===== src/rtl/adpll_nco.sv =====
// ---------------------------------------------------------------------------
// adpll_nco -- all-digital PLL built around a phase-accumulator NCO.
//
// The NCO adds a frequency word (fw) to a phase accumulator every i_clk
// cycle. o_gen is the inverted accumulator MSB, so it rises when the
// accumulator wraps.
//
// Each synchronised rising edge of i_rf samples the accumulator phase and
// drives a bang-bang proportional-plus-integral correction:
//   - the integral path nudges fw by i_step and clamps it to [FW_MIN, FW_MAX];
//   - the proportional path kicks the phase by i_step << KP_SHIFT.
//
// A lock detector counts consecutive edges whose phase falls inside a narrow
// window around the wrap point. A timeout drops lock when the reference
// disappears; the NCO then keeps free-running at the last fw.
//
// Ports:
//   i_clk   in   1       system clock, every register rises on it
//   i_rst   in   1       synchronous active-high reset
//   i_rf    in   1       asynchronous reference input
//   i_step  in   STEP_W  integral gain (fw adjustment per reference edge)
//   i_hold  in   1       1 = freeze fw and suppress the phase kick
//   o_gen   out  1       generated clock, ~acc MSB, registered
//   o_lock  out  1       lock indicator
//   o_fw    out  ACC_W   current frequency word
//   o_up    out  1       one-cycle pulse: NCO lagging, fw increased
//   o_dn    out  1       one-cycle pulse: NCO leading, fw decreased
// ---------------------------------------------------------------------------
module adpll_nco #(
    parameter int               ACC_W       = 24,
    parameter int               STEP_W      = 8,
    parameter int               SYNC_STAGES = 2,
    parameter int               KP_SHIFT    = 2,
    parameter logic [ACC_W-1:0] FW_INIT     = {4'b0000, 1'b1, {(ACC_W-5){1'b0}}},
    parameter logic [ACC_W-1:0] FW_MIN      = {{(ACC_W-1){1'b0}}, 1'b1},
    parameter logic [ACC_W-1:0] FW_MAX      = {1'b0, {(ACC_W-1){1'b1}}},
    parameter int               LOCK_BITS   = 4,
    parameter int               LOCK_CNT    = 16,
    parameter int               TO_W        = 12
) (
    input  logic              i_clk,
    input  logic              i_rst,
    input  logic              i_rf,
    input  logic [STEP_W-1:0] i_step,
    input  logic              i_hold,
    output logic              o_gen,
    output logic              o_lock,
    output logic [ACC_W-1:0]  o_fw,
    output logic              o_up,
    output logic              o_dn
);

    localparam int CNT_W = $clog2(LOCK_CNT + 1);
    // Two guard bits: one for the carry of fw + step, one for the sign of
    // fw - step, so the clamp sees the true value before any wrap.
    localparam int EXT_W = ACC_W + 2;

    // Clamp an extended frequency word into [FW_MIN, FW_MAX].
    function automatic logic [ACC_W-1:0] clamp_fw(input logic signed [EXT_W-1:0] v);
        logic signed [EXT_W-1:0] lo;
        logic signed [EXT_W-1:0] hi;
        lo = signed'({2'b00, FW_MIN});
        hi = signed'({2'b00, FW_MAX});
        if (v < lo) begin
            return FW_MIN;
        end else if (v > hi) begin
            return FW_MAX;
        end else begin
            return v[ACC_W-1:0];
        end
    endfunction

    // Saturating increment of the lock counter.
    function automatic logic [CNT_W-1:0] sat_inc(input logic [CNT_W-1:0] c);
        if (c >= CNT_W'(LOCK_CNT)) begin
            return CNT_W'(LOCK_CNT);
        end else begin
            return c + CNT_W'(1);
        end
    endfunction

    // Registers
    logic [SYNC_STAGES-1:0] rf_sync_p0;  // metastability chain
    logic                   rf_prev_p1;  // previous synchronised level
    logic                   edge_p2;     // registered rising-edge pulse
    logic [ACC_W-1:0]       acc;
    logic [ACC_W-1:0]       fw;
    logic [CNT_W-1:0]       cnt;
    logic [TO_W-1:0]        tcnt;

    // Combinational next-state
    logic                     rf_synced;
    logic                     lag;
    logic                     act;
    logic signed [ACC_W-1:0]  kick_mag;
    logic signed [ACC_W-1:0]  kick;
    logic [ACC_W-1:0]         acc_nxt;
    logic signed [EXT_W-1:0]  fw_ext;
    logic signed [EXT_W-1:0]  step_ext;
    logic [ACC_W-1:0]         fw_nxt;
    logic [LOCK_BITS-1:0]     phase_top;
    logic                     in_win;
    logic                     to_hit;
    logic [CNT_W-1:0]         cnt_nxt;
    logic [TO_W-1:0]          tcnt_nxt;
    logic                     lock_nxt;

    assign rf_synced = rf_sync_p0[SYNC_STAGES-1];

    // ---- stage p3: phase detector, loop filter and NCO update ----
    always_comb begin
        // Accumulator MSB set at the reference edge means the NCO has not
        // yet wrapped, i.e. it lags the reference.
        lag      = acc[ACC_W-1];
        act      = edge_p2 & ~i_hold;
        kick_mag = signed'(ACC_W'(i_step) << KP_SHIFT);
        kick     = '0;
        if (act) begin
            kick = lag ? kick_mag : -kick_mag;
        end
        acc_nxt = acc + fw + kick;

        fw_ext   = signed'({2'b00, fw});
        step_ext = signed'(EXT_W'(i_step));
        fw_nxt   = fw;
        if (act) begin
            fw_nxt = clamp_fw(lag ? (fw_ext + step_ext) : (fw_ext - step_ext));
        end
    end

    // ---- stage p3: lock detector and reference timeout ----
    always_comb begin
        phase_top = acc[ACC_W-1 -: LOCK_BITS];
        in_win    = (phase_top == '0) || (phase_top == '1);
        to_hit    = (tcnt == '1);
        cnt_nxt   = cnt;
        tcnt_nxt  = tcnt;
        lock_nxt  = o_lock;

        // A real edge wins over a timeout landing in the same cycle, so the
        // first edge after a reference outage already counts toward lock.
        if (edge_p2) begin
            tcnt_nxt = '0;
            if (in_win) begin
                cnt_nxt = sat_inc(cnt);
            end else begin
                cnt_nxt = '0;
            end
        end else if (to_hit) begin
            cnt_nxt = '0;
        end else begin
            tcnt_nxt = tcnt + TO_W'(1);
        end

        if ((edge_p2 && !in_win) || (!edge_p2 && to_hit)) begin
            lock_nxt = 1'b0;
        end else if (cnt == CNT_W'(LOCK_CNT)) begin
            lock_nxt = 1'b1;
        end
    end

    always_ff @(posedge i_clk) begin
        if (i_rst) begin
            rf_sync_p0 <= '0;
            rf_prev_p1 <= 1'b0;
            edge_p2    <= 1'b0;
            acc        <= '0;
            fw         <= FW_INIT;
            o_gen      <= 1'b1;
            o_up       <= 1'b0;
            o_dn       <= 1'b0;
            o_lock     <= 1'b0;
            cnt        <= '0;
            tcnt       <= '0;
        end else begin
            // ---- stage p0: reference synchroniser ----
            rf_sync_p0 <= {rf_sync_p0[SYNC_STAGES-2:0], i_rf};
            // ---- stage p1/p2: edge detection ----
            rf_prev_p1 <= rf_synced;
            edge_p2    <= rf_synced & ~rf_prev_p1;
            // ---- stage p3: NCO, loop filter, lock ----
            acc        <= acc_nxt;
            fw         <= fw_nxt;
            o_gen      <= ~acc_nxt[ACC_W-1];
            o_up       <= edge_p2 & lag;
            o_dn       <= edge_p2 & ~lag;
            cnt        <= cnt_nxt;
            tcnt       <= tcnt_nxt;
            o_lock     <= lock_nxt;
        end
    end

    assign o_fw = fw;

endmodule


===== config.mk =====
export PLATFORM = sky130hd
export DESIGN_NAME = adpll_nco
export DESIGN_NICKNAME = d
export VERILOG_FILES = /design/src/rtl/adpll_nco.sv
export SDC_FILE = /design/constraint.sdc
export NUM_CORES = 1
export LEC_CHECK = 0
export CAP_MARGIN = 20
export CORE_MARGIN = 2
export CORE_UTILIZATION = 55
export CTS_CLUSTER_DIAMETER = 40
export DETAILED_ROUTE_END_ITERATION = 7
export PLACE_DENSITY = 0.78
export SETUP_SLACK_MARGIN = 0.2
export SLEW_MARGIN = 10
export SYNTH_ARGS = -nofsm -noshare
export SYNTH_HDL_FRONTEND = slang
export SYNTH_SLANG_ARGS = --single-unit
export TNS_END_PERCENT = 50

===== constraint.sdc =====
create_clock -name i_clk -period 5.65 [get_ports i_clk]
set_input_delay 1.695 -clock i_clk [delete_from_list [all_inputs] [get_ports i_clk]]
set_output_delay 1.695 -clock i_clk [all_outputs]
set_load 0.05 [all_outputs]

### Word-level counts from Yosys, hierarchy flattened

Index checks and enable logic that the tools add are counted.

| storage, ports and cells | value |
|---|---|
| bits in registers | 73 |
| output and inout port bits | 28 |
| word-level logic and storage cells | 51 |

| operators by class | value |
|---|---|
| add/sub/neg operators | 7 |
| magnitude comparators | 3 |
| equality and inequality tests | 3 |
| muxes and demuxes | 9 |
| bitwise operators | 8 |
| reduce and logical (&&, ||, !) cells | 10 |

Operator list:

| operator | number |
|---|---|
| 2-to-1 mux 24 bit | 4 |
| adder 24 bit | 2 |
| greater-than comparator 26 x 24 -> 1 bit, second input constant | 1 |
| less-than comparator 26 x 2 -> 1 bit, second input constant | 1 |
| 2-to-1 mux 26 bit | 1 |
| adder 24 x 8 -> 25 bit | 1 |
| subtractor 24 x 8 -> 25 bit | 1 |
| negator 10 -> 24 bit | 1 |
| 2-to-1 mux 5 bit | 4 |
| adder 12 x 1 -> 12 bit, second input constant | 1 |
| == test 12 bit, second input constant | 1 |
| adder 5 x 1 -> 5 bit, second input constant | 1 |
| == test 5 bit, second input constant | 1 |
| greater-or-equal comparator 5 bit, second input constant | 1 |
| AND 1 bit | 4 |
| == test 4 bit, second input constant | 1 |
| logical NOT 4 bit | 1 |
| inverter 1 bit | 4 |
| OR reduction 2 bit | 2 |
| logical AND 1 bit | 2 |
| logical NOT 1 bit | 2 |
| logical OR 1 bit | 2 |
| nonzero test 2 bit | 1 |

### Longest topological paths before layout

| logic depth | value |
|---|---|
| depth after elaboration | 6 |
| gate-level depth with buffers | 18 |
| mapped depth without buffers | 17 |

### Least setup slack after synthesis

No wires, ideal clock.

| timing path | value |
|---|---|
| kind | input -> register |
| start point | in i_hold |
| end point | reg acc[23] |
| arrival | 5619 ps |
| data required time | 5535 ps |
| path slack | -83 ps |
| stages on the path | 17 |
| cells stage by stage | nand2b_1 clkbuf_1 buf_1 a311oi_1 fa_1 ha_1 clkbuf_1 a21o_1 a21o_1 a21o_1 a221o_1 a21oi_1 a21boi_0 o31a_1 o21a_1 o21a_1 o21a_1 |

| on the way | value |
|---|---|
| word-level cells in the longest chain between the ends | 4 |

RTL lines:

| element | line | RTL |
|---|---|---|
| start: declaration | 45 | `input logic i_hold,` |
| inverter 1 bit | 115 | `act = edge_p2 & ~i_hold;` |
| AND 1 bit | 115 |  |
| 2-to-1 mux 24 bit | 118 | `if (act) begin` |
| adder 24 bit | 121 | `acc_nxt = acc + fw + kick;` |
| end signal: assignment | 182 | `acc <= acc_nxt;` |
| end: declaration | 86 | `logic [ACC_W-1:0] acc;` |

No other way between the ends.
A chain may end at the register's enable or synchronous reset.

### Worst setup path in the final report

| timing path | value |
|---|---|
| start point | in i_step[3] |
| end point | reg acc[23] |

| on the way | value |
|---|---|
| word-level cells in the longest chain between the ends | 4 |

RTL lines:

| element | line | RTL |
|---|---|---|
| start: declaration | 44 | `input logic [STEP_W-1:0] i_step,` |
| negator 10 -> 24 bit | 119 | `kick = lag ? kick_mag : -kick_mag;` |
| 2-to-1 mux 24 bit (*) | 119 |  |
| 2-to-1 mux 24 bit (*) | 118 |  |
| adder 24 bit (*) | 121 |  |

Every way passes the cells marked *; elsewhere a longest branch is shown, timed or not.

==> results_dict.tcl <==
set metrics [dict create \
    fin_nets 902 \
    internal_power_mw 0.853 \
    seqPwrFrac 0.445 \
    clock_tree.root_cell "clkbuf_8" \
    drt_first_pass_iters 5 \
    clock_sink_count 73 \
    required_ns 5.92 \
    numCtsBuffers 9 \
    layout.cells.most_common_list "90 x nor2_1, 88 x buf_4, 73 x dfxtp_1" \
    initial_utilization 0.566 \
    synth-compound-area-share 0.224 \
    critPathArrivalTime_ns 5.65 \
    row_count 37 \
    ys_ff_latch 73 \
    fillers 830 \
    worst_slew_pin_slew_ns 0.680 \
    post_synth_num_cell_types 73 \
    fin_area_um2 7240 \
    max-clock-path-buffers 2 \
    timing_max_transition_violations_final 0 \
    design.die.area_um2 11500 \
    muxShareOfSynthArea 0.0124 \
    rsz0062_at_grt "true" \
    total_power_mw 1.24 \
    synth_fp_nets 798 \
    cts-htree-levels 3 \
    avgSynthCellArea_um2 8.15 \
    drt-total-wl_um 17200 \
    synth-simple-area-share 0.231 \
    slew_headroom 0.546 \
    final.period_utilization 0.952 \
    grt_start_max_net_pins 40 \
    power.ir.vdd_worst_uv 145 \
    timing.final.crit_period_ns 5.38 \
    max_cap_violations 0 \
    wl_per_cell_um 17.9 \
    grt_util_all_layers 0.311 \
    vias 5922 \
    num_antenna_cells 0 \
    ant_nets 0 \
    holdBufCountCts 0 \
    clk_latency_ns 0.37 \
    synthesis.instances 717 \
    ys_async_sr_fraction 0 \
    worstSetupStartpointType "input pin" \
    port_buffers 39 \
    status "complete, no violations" \
    power.density_cell_area_nw_per_um2 171 \
    synth_warnings 0 \
    combinational_family_with_the_most_area_after_synthesis "simple AND/OR/NAND/NOR gates" \
    end_kind "register" \
    gr-total-overflow 0 \
    total_switching_power_mw 0.383 \
    synth_enable_flop_cells 0 \
    finish.utilization 0.701 \
    timing.final.setup_violations 0 \
    switching_share 0.310 \
    globalplace.congestion 1.02 \
    grt_pass1_vias 5722 \
    placeableCoreArea_um2 10300 \
    flow.area_growth_from_synthesis_pct 24.0 \
    finalHoldViolCount 0 \
    detailedPlacementHpwl_um 13300 \
    path_clk_slew_ns 0.08 \
    clock-skew-final_ns 0.00879 \
    synth_seq_area_share 0.250 \
    layout.cells.most_common "nor2_1" \
    cp_class "input pin to register" \
    timing.critical_path.fanout_max 5 \
    drive_gt1_frac 0.176 \
    floorplan.io_pins 40 \
    remaining_drc_errors 0 \
    via_per_inst 6.16 \
    timing.setup.tns_ns 0 \
    cellLeakagePower_nw 3.24 \
    die_h_um 107 \
    drt_first_iter_violations 593 \
    combPwrFrac 0.214 \
    first_pass_grt_wire_length_um 28100 \
    synth_xor_area_frac 0.0570 \
    syn-cell-area_um2 5840 \
    clock_tree_from_tritoncts "built" \
    post_synth_fa_ha_maj_area_fraction 0.179 \
    fmax_ghz 0.186 \
    hold_path_class "register to register" \
    dpl-instance-area_um2 6910 \
    share_clk_of_total_power 0.341 \
    die_x_um 107 \
    dominantRegCellSynth "dfxtp_1" \
    antenna_found_initial 0 \
]
path summary, 6_finish.rpt:
path                            startpoint       to  slack, ns  depth (start not counted)
worst min-delay path            rf_prev_p1  edge_p2       0.39                          1
worst min register to register  rf_prev_p1  edge_p2       0.39                          1
worst max register to register     o_fw[0]  o_fw[4]       1.67                         13
worst max-delay path             i_step[3]  acc[23]       0.27                         17
power by group through the flow:
stage | registers (mW) | clock network [mW] | logic [mW]
finish | 0.550 | 0.422 | 0.264
global route | 0.553 | 0.452 | 0.289
CTS | 0.550 | 0.425 | 0.255
global placement | 0.561 | 0 | 0.246
detailed placement | 0.562 | 0 | 0.252
floorplan | 0.565 | 0 | 0.156
worst max-delay path, stage by stage:
cell and delay, ns:
clkdlybuf4s50_1 0.48, nor2_2 0.19, nand2_1 0.11, nor3_4 0.31, a311oi_4 0.16, fa_1 0.57, ha_4 0.21, a21o_1 0.15
a21o_1 0.19, a21o_1 0.18, a221o_1 0.30, a21oi_2 0.15, a21boi_1 0.11, o31a_1 0.27, o21a_1 0.20, o21a_1 0.19
o21a_1 0.18
cell type report:
type / count / area [um2] / area share
clock buffer: 10 / 128 / 0.0176
clock inverter: 6 / 67.6 / 0.00933
inverter: 31 / 116 / 0.0161
multi-input combinational: 579 / 4250 / 0.586
sequential: 73 / 1460 / 0.202
tap: 136 / 170 / 0.0235
timing repair buffer: 127 / 1050 / 0.145
kinds of logic (layout without fill, tap and decap cells):
logic type,after synthesis,count (layout)
buf+inv,65,174
flops,73,73
fa+ha+maj,69,69
simple gates,269,269
compound gates,196,196
mux,7,7
xor+xnor,38,38
through the flow:
step / setup slack (ns) / hold slack (ns) / std cells
6_report: 0.271 / 0.388 / 962
5_1_grt: 0.140 / 0.411 / 962
3_5_place_dp: -0.338 / 0.378 / 943
2_1_floorplan: 0.216 / 0.367 / 717
3_3_place_gp: -0.207 / 0.371 / 943
4_1_cts: 0.207 / 0.390 / 960
cells in the mapped netlist, drive strengths merged, types with 3 or more instances:
| cell | number | area [um2] |
|---|---|---|
| xor2 | 18 | 158 |
| a31oi | 8 | 50.1 |
| o21ai | 47 | 235 |
| a211oi | 9 | 67.6 |
| nor2b | 15 | 93.8 |
| nor4 | 6 | 37.5 |
| o21a | 7 | 52.6 |
| or2 | 4 | 25.0 |
| nor3 | 27 | 140 |
| and3 | 12 | 80.1 |
| o32a | 3 | 30.0 |
| a22o | 3 | 26.3 |
| buf | 11 | 67.6 |
| and4 | 3 | 26.3 |
| a21o | 17 | 128 |
| clkbuf | 23 | 87.6 |
| or3 | 11 | 73.8 |
| nand4 | 13 | 81.3 |
| nand2 | 37 | 139 |
| a221o | 3 | 30.0 |
| nand3 | 26 | 130 |
| mux2i | 5 | 50.1 |
| o311ai | 3 | 26.3 |
| nand2b | 10 | 62.6 |
| dfxtp | 73 | 1460 |
| nor2 | 93 | 357 |
| nand3b | 3 | 22.5 |
| or4 | 3 | 26.3 |
| fa | 24 | 480 |
| nor4b | 3 | 32.5 |
| ha | 45 | 563 |
| o31a | 3 | 26.3 |
| a311oi | 3 | 26.3 |
| a22oi | 4 | 35.0 |
| xnor2 | 20 | 175 |
| o211ai | 13 | 97.6 |
| a21oi | 45 | 225 |
| inv | 31 | 116 |
state kept, by name, summed over array words and instances, names as in the netlist:
signal      flops
cnt             5
rf_prev_p1      1
edge_p2         1
o_dn            1
rf_sync_p0      2
acc            24
o_up            1
tcnt           12
o_gen           1
o_lock          1
o_fw           24
routing by layer:
metal	vias to the layer above	GRT usage	routed length (um)
met1	2801	0.432	7450
li1	2808	-	-
met4	0	0.0983	425
met2	272	0.494	7990
met5	-	0	0
met3	41	0.0517	1360
repair_timing:
action / in CTS / in global routing
pin swaps: 1 / 17
setup endpoints to repair: 3 / 25
gates resized for setup: 5 / 25
setup buffers: 1 / 2
Note: power is estimated with default switching activity, not from simulation.
